[src/rtl/phase_seq_pkg.sv]
// Shared state encodings and wait-counter width for the phase sequencer.
package phase_seq_pkg;

  localparam logic [2:0] IDLE   = 3'd0;
  localparam logic [2:0] FETCH  = 3'd1;
  localparam logic [2:0] DECODE = 3'd2;
  localparam logic [2:0] EXEC   = 3'd3;
  localparam logic [2:0] MEM    = 3'd4;
  localparam logic [2:0] WB     = 3'd5;
  localparam logic [2:0] ERR    = 3'd6;

  localparam int unsigned WAIT_W = 8;

endpackage

[src/rtl/phase_wait_timer.sv]
// MEM-phase wait counter: clear/increment, with a match flag at MEM_WAIT_MAX-1.
module phase_wait_timer
  import phase_seq_pkg::*;
#(
  parameter int unsigned MEM_WAIT_MAX = 15
) (
  input  logic clock,
  input  logic reset,
  input  logic clr,
  input  logic inc,
  output logic term
);

  localparam logic [WAIT_W-1:0] TERM_VAL = WAIT_W'(MEM_WAIT_MAX - 1);

  logic [WAIT_W-1:0] count_q, count_d;

  always_comb begin
    count_d = count_q;
    if (clr) begin
      count_d = '0;
    end else if (inc) begin
      count_d = count_q + WAIT_W'(1);
    end
  end

  always_ff @(posedge clock or negedge reset) begin
    if (!reset) begin
      count_q <= '0;
    end else begin
      count_q <= count_d;
    end
  end

  assign term = (count_q == TERM_VAL);

endmodule

[src/rtl/phase_sequencer.sv]
// One-clock multi-phase instruction sequencer with one-cycle phase enables.
// Optional single-step issue input enabled by defining PHASE_SEQ_STEP_EN.
module phase_sequencer
  import phase_seq_pkg::*;
#(
  parameter int unsigned MEM_WAIT_MAX = 15,
  parameter int unsigned CNT_W        = 32
) (
  input  logic             clock,
  input  logic             reset,
  input  logic             run,
`ifdef PHASE_SEQ_STEP_EN
  input  logic             step,
`endif
  input  logic             is_mem_op,
  input  logic             dmem_ready,
  output logic             imem_en,
  output logic             regfile_rd_en,
  output logic             proc_en,
  output logic             dmem_en,
  output logic             regfile_wr_en,
  output logic [2:0]       phase,
  output logic [CNT_W-1:0] insn_count,
  output logic             timeout
);

  logic [2:0]       state_q, state_d;
  logic [CNT_W-1:0] insn_count_q, insn_count_d;
  logic             timeout_q, timeout_d;
  logic             issue;
  logic             wait_clr;
  logic             wait_inc;
  logic             wait_term;

  // A step request only matters in IDLE, where run=1 already issues.
`ifdef PHASE_SEQ_STEP_EN
  assign issue = run | step;
`else
  assign issue = run;
`endif

  phase_wait_timer #(
    .MEM_WAIT_MAX(MEM_WAIT_MAX)
  ) u_wait_timer (
    .clock(clock),
    .reset(reset),
    .clr  (wait_clr),
    .inc  (wait_inc),
    .term (wait_term)
  );

  always_comb begin
    state_d      = state_q;
    insn_count_d = insn_count_q;
    timeout_d    = timeout_q;
    wait_clr     = 1'b0;
    wait_inc     = 1'b0;
    case (state_q)
      IDLE: begin
        if (issue) state_d = FETCH;
      end
      FETCH:  state_d = DECODE;
      DECODE: state_d = EXEC;
      EXEC: begin
        if (is_mem_op) begin
          state_d  = MEM;
          wait_clr = 1'b1;
        end else begin
          state_d = WB;
        end
      end
      MEM: begin
        wait_inc = ~dmem_ready;
        if (dmem_ready) begin
          state_d = WB;
        end else if (wait_term) begin
          state_d   = ERR;
          timeout_d = 1'b1;
        end
      end
      WB: begin
        insn_count_d = insn_count_q + CNT_W'(1);
        state_d      = run ? FETCH : IDLE;
      end
      ERR:     state_d = ERR;
      default: state_d = IDLE;
    endcase
  end

  always_ff @(posedge clock or negedge reset) begin
    if (!reset) begin
      state_q      <= IDLE;
      insn_count_q <= '0;
      timeout_q    <= 1'b0;
    end else begin
      state_q      <= state_d;
      insn_count_q <= insn_count_d;
      timeout_q    <= timeout_d;
    end
  end

  always_comb begin
    imem_en       = (state_q == FETCH);
    regfile_rd_en = (state_q == DECODE);
    proc_en       = (state_q == EXEC);
    dmem_en       = (state_q == MEM);
    regfile_wr_en = (state_q == WB);
  end

  assign phase      = state_q;
  assign insn_count = insn_count_q;
  assign timeout    = timeout_q;

endmodule

[config.mk]
export PLATFORM = sky130hd
export DESIGN_NAME = phase_sequencer
export DESIGN_NICKNAME = d
export VERILOG_FILES = /design/src/rtl/phase_seq_pkg.sv /design/src/rtl/phase_wait_timer.sv /design/src/rtl/phase_sequencer.sv
export SDC_FILE = /design/constraint.sdc
export NUM_CORES = 1
export LEC_CHECK = 0
export BUFFER_PORTS_ARGS = -buffer_cell sky130_fd_sc_hd__buf_2
export CORE_MARGIN = 2
export CORE_UTILIZATION = 40
export DETAILED_ROUTE_END_ITERATION = 16
export GPL_TIMING_DRIVEN = 0
export SLEW_MARGIN = 20
export SYNTH_ARGS = -nofsm -noshare
export SYNTH_HDL_FRONTEND = slang
export SYNTH_HIERARCHICAL = 1
export SYNTH_SLANG_ARGS = --single-unit
[constraint.sdc]
create_clock -name clock -period 1.8 [get_ports clock]
set_input_delay 0.27 -clock clock [delete_from_list [all_inputs] [get_ports clock]]
set_output_delay 0.27 -clock clock [all_outputs]
set_load 0.05 [all_outputs]
After elaboration in Yosys (flattened, before gate mapping):

Index checks and enable logic that the tools add are counted.

* flip-flop bits (word level): 44
* word-level logic and storage cells: 31
* input bits: 5
* output and inout bits: 41

* bitwise gates (word level): 1
* reduce and logical (&&, ||, !) cells: 4
* $add $sub $neg: 2
* mux-type cells: 11
* equal/unequal tests: 9

Operator list (number)
* $add A32 B1 Y32 const B: 1
* $pmux W3 S7: 1
* $mux W8: 2
* $eq A3 B3 Y1 const B: 3
* $mux W3: 3
* $add A8 B1 Y8 const B: 1
* $eq A8 B4 Y1 const B: 1
* $eq A3 B2 Y1 const B: 2
* $mux W1: 5
* $eq A3 B1 Y1 const B: 1
* $logic_not A3 Y1: 1
* $ne A3 B2 Y1 const B: 1
* $reduce_and A3 Y1: 1
* $ne A2 B2 Y1 const B: 1
* $reduce_and A2 Y1: 1
* $reduce_bool A2 Y1: 1
* $not A1 Y1: 1

Logic depth before layout (Yosys ltp):

Gate-level depths: netlist of run 1.

* depth in word-level cells: 4
* depth in mapped cells: 8
* mapped depth without buffers: 8

Modules after synthesis:

The synthesis of run 1 kept the hierarchy.

Modules (own cells, without submodules)
* phase_sequencer: cells an instance 156, area each 1701.6 sq um, instances 1, seq. area each 900.9 sq um
* phase_wait_timer: cells an instance 42, area each 426.7 sq um, instances 1, seq. area each 200.2 sq um

Worst setup path before layout of run 1:

OpenSTA, ideal clock, no wires.

* kind: flip-flop to flip-flop
* start point: reg state_q[1], in the netlist phase[1]
* end point: reg u_wait_timer.count_q[7]
* period minus slack after synthesis: 2917 ps
* stages on the path, launching flop included: 9
* library setup time: 77 ps
* path buffers: 2
* arrival: 2840 ps
* data required time: 1723 ps
* path slack: -1117 ps
* cell sequence: dfrtp_1 > buf_6 > or2b_1 > nor2_1 > and2_1 > buf_6 > o21ai_0 > or4_1 > a21oi_1

* cells in the longest elaborated chain, start to end: 3
* elaborated cells on any way between the ends: 6
* classes of those cells: eq/ne (2); mux (3); reduce/logical (1)

Ends and longest elaborated chain
* from (decl): RTL line phase_sequencer.sv:27 `logic [2:0] state_q, state_d;`
* from (signal assigned): RTL line phase_sequencer.sv:96 `state_q <= state_d;`
* $eq A3 B2 Y1 (*)
* named net proc_en: RTL line phase_sequencer.sv:19 `output logic proc_en,`
* $mux W1 (*): RTL line phase_sequencer.sv:58 `case (state_q)`
* named net wait_clr: RTL line phase_sequencer.sv:31 `logic wait_clr;`
* $mux W8 / $reduce_bool A2 Y1 (equally long branches)
* to (signal assigned): RTL line phase_wait_timer.sv:31 `count_q <= count_d;`
* to (decl): RTL line phase_wait_timer.sv:16 `logic [WAIT_W-1:0] count_q, count_d;`

Mark *: on every way through the listed nets, which the timed path passes. The rest lies on a longest branch.
A chain may end at the register's enable or synchronous reset.

Worst setup path in the final report of run 1:

* start point: reg state_q[2], in the netlist phase[2]
* end point: reg u_wait_timer.count_q[6]

* cells in the longest elaborated chain, start to end: 3
* elaborated cells on any way between the ends: 6
* classes of those cells: eq/ne (2); mux (3); reduce/logical (1)

Ends and longest elaborated chain (RTL line)
* $eq A3 B2 Y1 (*): phase_sequencer.sv:58
* $mux W1 (*): phase_sequencer.sv:58
* named net wait_clr: phase_sequencer.sv:31
* $mux W8 / $reduce_bool A2 Y1 (equally long branches)

Marks and branches as above.

==> results.sh, run 1 <==
export IMPL_grt_start_max_net_pins=45
export IMPL_area_growth_syn_to_layout_pct=30.9
export IMPL_drive_above_1_share_pct=40.2
export IMPL_ys_ff_latch=44
export IMPL_initial_utilization_pct=41.7
export IMPL_netlist_area_leader_share_pct=51.7
export IMPL_skew_ps=4.29
export IMPL_use_met2_pct=24.7
export IMPL_start_kind="flop"
export IMPL_via_per_inst=5.00
export IMPL_htree_levels=2
export IMPL_grt_pass1_wl_um=7430
export IMPL_chipHeight_um=76.9
export IMPL_fin_crit_ps=1710
export IMPL_yosys_top_cells_count="dfrtp_1 (44), xnor2_1 (30), nand3_1 (18)"
export IMPL_synth_compound_area_share_pct=4.76
export IMPL_cts_tree="yes"
export IMPL_worstSetupPathType="flop to flop"
export IMPL_worstPathRequired_ps=2020
export IMPL_r2r_start="phase[2]"
export IMPL_place_gp_congestion=0.816
export IMPL_antenna_found_initial=0
export IMPL_grt_use_met3_pct=3.18
export IMPL_power_share_switching_pct=38.6
export IMPL_fin_crit_sh_pct=94.8
export IMPL_hp_class="input pin to async pin"
export IMPL_status="complete, but fails checks"
export IMPL_drc=0
export IMPL_p_clk_share_pct=23.2
export IMPL_p_leak_nw=1.33
export IMPL_syn_inst=198
export IMPL_switchingPower_w=0.00123
export IMPL_ir_drop_uv=916
export IMPL_p_int_w=0.00195
export IMPL_syn_avg_cell_area_um2=10.7
export IMPL_ys_seq_area_share_pct=51.7
export IMPL_seqPwrFrac_pct=40.1
export IMPL_failed_checks="negative hold slack"
export IMPL_rows=26
export IMPL_cts_buffers=5
export IMPL_muxShareOfSynthArea_pct=0
export IMPL_fin_ws_ps=92.9
export IMPL_die_w_um=76.9
export IMPL_final_antenna_net_count=0
export IMPL_startpoint="phase[2]"
export IMPL_antenna_cells=0
export IMPL_tightest_slew_ps=549
export IMPL_clkSlewWorstSetupHoldPaths_ps=80
export IMPL_synth_flop_cell="dfrtp_1"
export IMPL_yosys_area_share_simple_pct=24.5
export IMPL_synthAdderAreaFrac_pct=1.76
export IMPL_cap_violations=0
export IMPL_drt_iter0_markers=76
export IMPL_grt_setup_unrepaired="true"
export IMPL_synth_area_leaders="dfrtp_1 (52%), xnor2_1 (12%), nand4_1 (4.7%)"
export IMPL_pwr_share_comb_pct=36.7
export IMPL_preCtsSetupSlack_ps=-112
export IMPL_yosys_warnings=6
export IMPL_finalNonFillerCells=336
export IMPL_clockRootBuffer="clkbuf_8"
export IMPL_die_area_um2=5920
export IMPL_post_synth_num_cell_types=35
export IMPL_synth_most_common_cell="dfrtp_1"
export IMPL_synth_fp_nets=206
export IMPL_setup_viol=0
export IMPL_slew_headroom_pct=63.4
export IMPL_vias=1679
export IMPL_clkLatencyLatePin_ps=290
export IMPL_crit_fanout=8
export IMPL_busiest_layer="met2"
export IMPL_routedWlPerCell_um=12.9
export IMPL_synth_edf_count=0
export IMPL_grtUsageTotal_pct=15.6
export IMPL_async_reset_ff_share_pct=100
export IMPL_synth_top_family_by_area="simple AND/OR/NAND/NOR gates"
export IMPL_synth_xor_area_share_pct=14.4
export IMPL_synth_largest_area_cell="dfrtp_1"
export IMPL_finalHoldViolCount=44
export IMPL_grt_use_met1_pct=20.8
export IMPL_endpoint_kind="flop"
export IMPL_synthesis_area_um2=2130
export IMPL_pin_count=46
export IMPL_grt_pass1_vias=1586
export IMPL_cts_buffer_depth=2
export IMPL_drt_total_wl_um=4330
export IMPL_drtPass1Iterations=5
export IMPL_dp_hpwl_um=2940
export IMPL_cts_sinks=44
export IMPL_slew_viol_final=0
export IMPL_arrival_ps=1930
export IMPL_core_um2=5110
export IMPL_rr_worst_depth=6
export IMPL_dp_cells=313
export IMPL_max_freq_mhz=586
export IMPL_whs_ps=-43.5
export IMPL_portBuffers=45
export IMPL_overflow=0
export IMPL_power_density_nw_per_um2=1140
export IMPL_fin_nets=273
[worst paths after layout]
path / endpoint / slack (ps)
max: u_wait_timer/count_q[6] / 90
min reg2reg: insn_count[31] / 480
max in group asynchronous: phase[1] / 1430
max reg2reg: u_wait_timer/count_q[6] / 90
min in group clock: phase[1] / 410
min: insn_count[7] / -40
[worst max-delay path, cell delays in order (launching register included)]
cell and delay [ps]:
dfrtp_2 480, or2b_4 300, nor2_4 80, and2_4 160, o21ai_4 70, or4_1 410, a21oi_1 130
[final cells by class]
class	instances	area, µm²
Timing Repair Buffer	62	370
Clock inverter	2	35.0
Inverter	6	25.0
Fill cell	462	2320
Sequential cell	44	1120
Clock buffer	6	72.6
Multi-Input combinational cell	143	1050
Tap cell	70	87.6
Buffer	3	22.5
[what timing repair did]
action                                  4_1_cts  5_1_grt
buffers inserted                              5       12
endpoints found under the setup margin        9       14
pin swaps                                     3        5
gates cloned                                  0        0
resized for setup                             3        9
hold buffers                                  0        0
[power groups by stage]
| stage | Sequential [W] | Clock (W) | Combinational, W |
|---|---|---|---|
| floorplan | 0.00150 | 0 | 0.000562 |
| global placement | 0.00128 | 0 | 0.00101 |
| detailed placement | 0.00128 | 0 | 0.00101 |
| CTS | 0.00126 | 0.000760 | 0.00104 |
| global route | 0.00130 | 0.000811 | 0.00126 |
| finish | 0.00128 | 0.000737 | 0.00117 |
[registers in the layout, summed over array words and instances (netlist names)]
register / count
phase: 3
timeout: 1
insn_count: 32
u_wait_timer/count_q: 8
[cell families (layout without fill, tap and decap cells)]
group           Yosys count  count (layout)
compound gates           16              16
simple gates             89              89
buf+inv                  11              79
flops                    44              44
xor+xnor                 35              35
fa+ha+maj                 3               3
[metrics by stage]
step | setup TNS [ps] | power (W) | cell area, µm² | utilization, %
after detailed placement | -347 | 0.00229 | 2510 | 49.1
final | 0 | 0.00318 | 2790 | 54.5
after global placement | -231 | 0.00229 | 2510 | 49.1
after global routing | -32.9 | 0.00338 | 2790 | 54.5
after CTS | 0 | 0.00306 | 2650 | 51.9
after floorplan | -1060 | 0.00206 | 2190 | -
[cells in the final DEF (no fill, tap or decap), types with 5 or more instances in the layout]
master,instances
nor2_1,15
nand3_1,18
xor2_1,5
dfrtp_1,28
xnor2_1,30
dfrtp_2,16
nand4_1,16
buf_4,19
and3_1,5
nand2_1,13
clkbuf_8,5
buf_2,43
[layer usage]
| layer | share of wire, % | vias up |
|---|---|---|
| met5 | 0 | - |
| met4 | 1.3 | 0 |
| met3 | 4.3 | 6 |
| met2 | 47 | 35 |
| met1 | 47 | 800 |
| li1 | - | 838 |
Note: power is estimated with default switching activity, not from simulation.
==> run 2, diff against run 1 <==
--- a/config.mk
+++ b/config.mk
@@ -7,7 +7,7 @@
 export LEC_CHECK = 0
 export BUFFER_PORTS_ARGS = -buffer_cell sky130_fd_sc_hd__buf_2
 export CORE_MARGIN = 2
-export CORE_UTILIZATION = 40
+export CORE_UTILIZATION = 25
 export DETAILED_ROUTE_END_ITERATION = 16
 export GPL_TIMING_DRIVEN = 0
 export SLEW_MARGIN = 20
==> run 2 against run 1 <==
Compared with the run above: flip-flop and latch count unchanged; count of clock-buffer cells in the layout unchanged; maximum frequency decreased by 4.9%; via count increased by 2.5%; the run now ends clean; first-iteration DRC count unchanged; wire length increased by 15%; critical endpoint unchanged; die area increased by 57%; sequential power about the same; largest cell class unchanged.
==> results.sh, run 2 (same netlist as run 1, synthesis figures left out) <==
export IMPL_clkSlewWorstSetupHoldPaths_ps=90
export IMPL_drtPass1Iterations=4
export IMPL_area_growth_syn_to_layout_pct=34.6
export IMPL_place_gp_congestion=0.797
export IMPL_fin_crit_ps=1800
export IMPL_overflow=0
export IMPL_p_total_w=0.00323
export IMPL_pin_count=46
export IMPL_status="finished clean"
export IMPL_placed_cell_area_um2=2550
export IMPL_antenna_found_initial=0
export IMPL_drc=0
export IMPL_endpoint_kind="flop"
export IMPL_final_antenna_net_count=0
export IMPL_tightest_slew_ps=583
export IMPL_grt_pass1_wl_um=7960
export IMPL_grtUsageTotal_pct=11.1
export IMPL_max_stage_delay_ps=420
export IMPL_slowest_stage="dfrtp_2"
export IMPL_fin_nets=271
export IMPL_cts_tree="yes"
export IMPL_worstPathRequired_ps=2030
export IMPL_min_path_cells=3
export IMPL_worstPathCellList="buf_6 -> or2b_4 -> nor2_4 -> and2_4 -> o21ai_4 -> or4_4 -> a21oi_2"
export IMPL_mostFrequentLayoutCell="buf_2"
export IMPL_die_area_um2=9270
export IMPL_cts_buffer_depth=2
export IMPL_initial_utilization_pct=25.9
export IMPL_fillers=844
export IMPL_via_per_inst=4.66
export IMPL_setup_viol=0
export IMPL_vias=1721
export IMPL_drt_iter0_markers=76
export IMPL_drive_above_1_share_pct=40.2
export IMPL_skew_ps=11.3
export IMPL_routedWlPerCell_um=13.5
export IMPL_cap_violations=0
export IMPL_finalHoldViolCount=0
export IMPL_hp_class="input pin to flop"
export IMPL_r2r_slack_ps=5
export IMPL_cts_sinks=44
export IMPL_start_kind="flop"
export IMPL_clockRootBuffer="clkbuf_8"
export IMPL_slew_viol_final=0
export IMPL_htree_levels=2
export IMPL_whs_endpoint="timeout"
export IMPL_die_w_um=96.3
export IMPL_chipHeight_um=96.3
export IMPL_grt_pass1_vias=1665
export IMPL_power_density_nw_per_um2=1130
export IMPL_rr_worst_depth=7
export IMPL_drt_total_wl_um=4980
export IMPL_max_freq_mhz=557
export IMPL_ir_drop_uv=1000
export IMPL_multi_input_area_um2=1060
export IMPL_dp_hpwl_um=3390
export IMPL_rows=33
export IMPL_worstSetupPathType="flop to flop"
export IMPL_arrival_ps=2020
export IMPL_reg2reg_to="u_wait_timer/count_q[6]"
export IMPL_slew_headroom_pct=61.1
export IMPL_holdCritStartpoint="dmem_ready"
export IMPL_core_um2=8220
export IMPL_largest_register_ffs=32
export IMPL_fin_area_um2=2860
export IMPL_grt_start_max_net_pins=45
export IMPL_antenna_cells=0
export IMPL_dp_cells=348
export IMPL_ff_latch_area_um2=1120
export IMPL_crit_fanout=7
export IMPL_p_leak_nw=1.33
export IMPL_clkLatencyLatePin_ps=300
export IMPL_portBuffers=45
export IMPL_final_cell_mix="buf_2 (43), xnor2_1 (30), dfrtp_1 (27), nand3_1 (18), dfrtp_2 (17)"
export IMPL_fin_crit_sh_pct=99.7
export IMPL_cts_buffers=5
export IMPL_r2r_start="phase[2]"
export IMPL_grt_setup_unrepaired="true"
export IMPL_finalNonFillerCells=369
[run 2: worst max-delay path by stage]
stage	startpoint	endpoint	depth (start not counted)
after floorplan	phase[1]	u_wait_timer/count_q[6]	8
after global placement	phase[0]	u_wait_timer/count_q[5]	7
after global routing	u_wait_timer/count_q[0]	phase[0]	8
after CTS	phase[2]	u_wait_timer/count_q[7]	7
final	phase[2]	u_wait_timer/count_q[6]	7
after detailed placement	phase[2]	u_wait_timer/count_q[7]	8
[run 2: metrics by stage]
stage | setup TNS, ps | utilization (%) | hold WS (ps) | worst slack, ps
6_report | 0 | 34.9 | 334 | 4.76
5_1_grt | -324 | 34.9 | 334 | -82.5
2_1_floorplan | -1060 | - | -25.6 | -442
3_3_place_gp | -255 | 31.0 | 438 | -76.3
3_5_place_dp | -568 | 31.0 | 442 | -135
4_1_cts | 0 | 33.3 | 165 | 7.37
[run 2: metal layers]
metal  up-vias  global-route usage [%]  part of all wire [%]
met5         -                       0                     0
met2        48                    17.9                    47
li1        831                       -                     -
met4         0                    2.62                  0.92
met1       835                    14.3                    46
met3         7                    3.60                   5.9
[run 2: what timing repair did]
action,4_1_cts,5_1_grt
resized for setup,5,11
hold buffers,0,1
hold endpoints to repair,0,22
setup endpoints to repair,15,13
pin swaps,2,5
setup buffers,6,6
[run 2: critical path, delay by kind of cell, from the launching register on]
kind / cells / cell delay (ps)
simple gates: 4 / 960
flops: 1 / 420
compound gates: 2 / 210
buf+inv: 1 / 130
[run 2: cell type report]
| class | instances | share of cell area [%] |
|---|---|---|
| multi-input cells | 143 | 36.9 |
| clock buffers | 6 | 2.88 |
| plain buffers | 4 | 1.18 |
| clock inverters | 2 | 1.35 |
| well taps | 105 | 4.59 |
| flip-flops and latches | 44 | 39.2 |
| inverters | 6 | 0.874 |
| repair buffers | 59 | 13.1 |
[run 2: where the power goes]
| group | switching (W) | total [W] | leakage (nW) | internal [W] |
|---|---|---|---|---|
| clock network | 0.000359 | 0.000813 | 0.0614 | 0.000454 |
| logic | 0.000753 | 0.00116 | 0.688 | 0.000408 |
| registers | 0.000149 | 0.00126 | 0.577 | 0.00111 |
| total | 0.00126 | 0.00323 | 1.33 | 0.00197 |
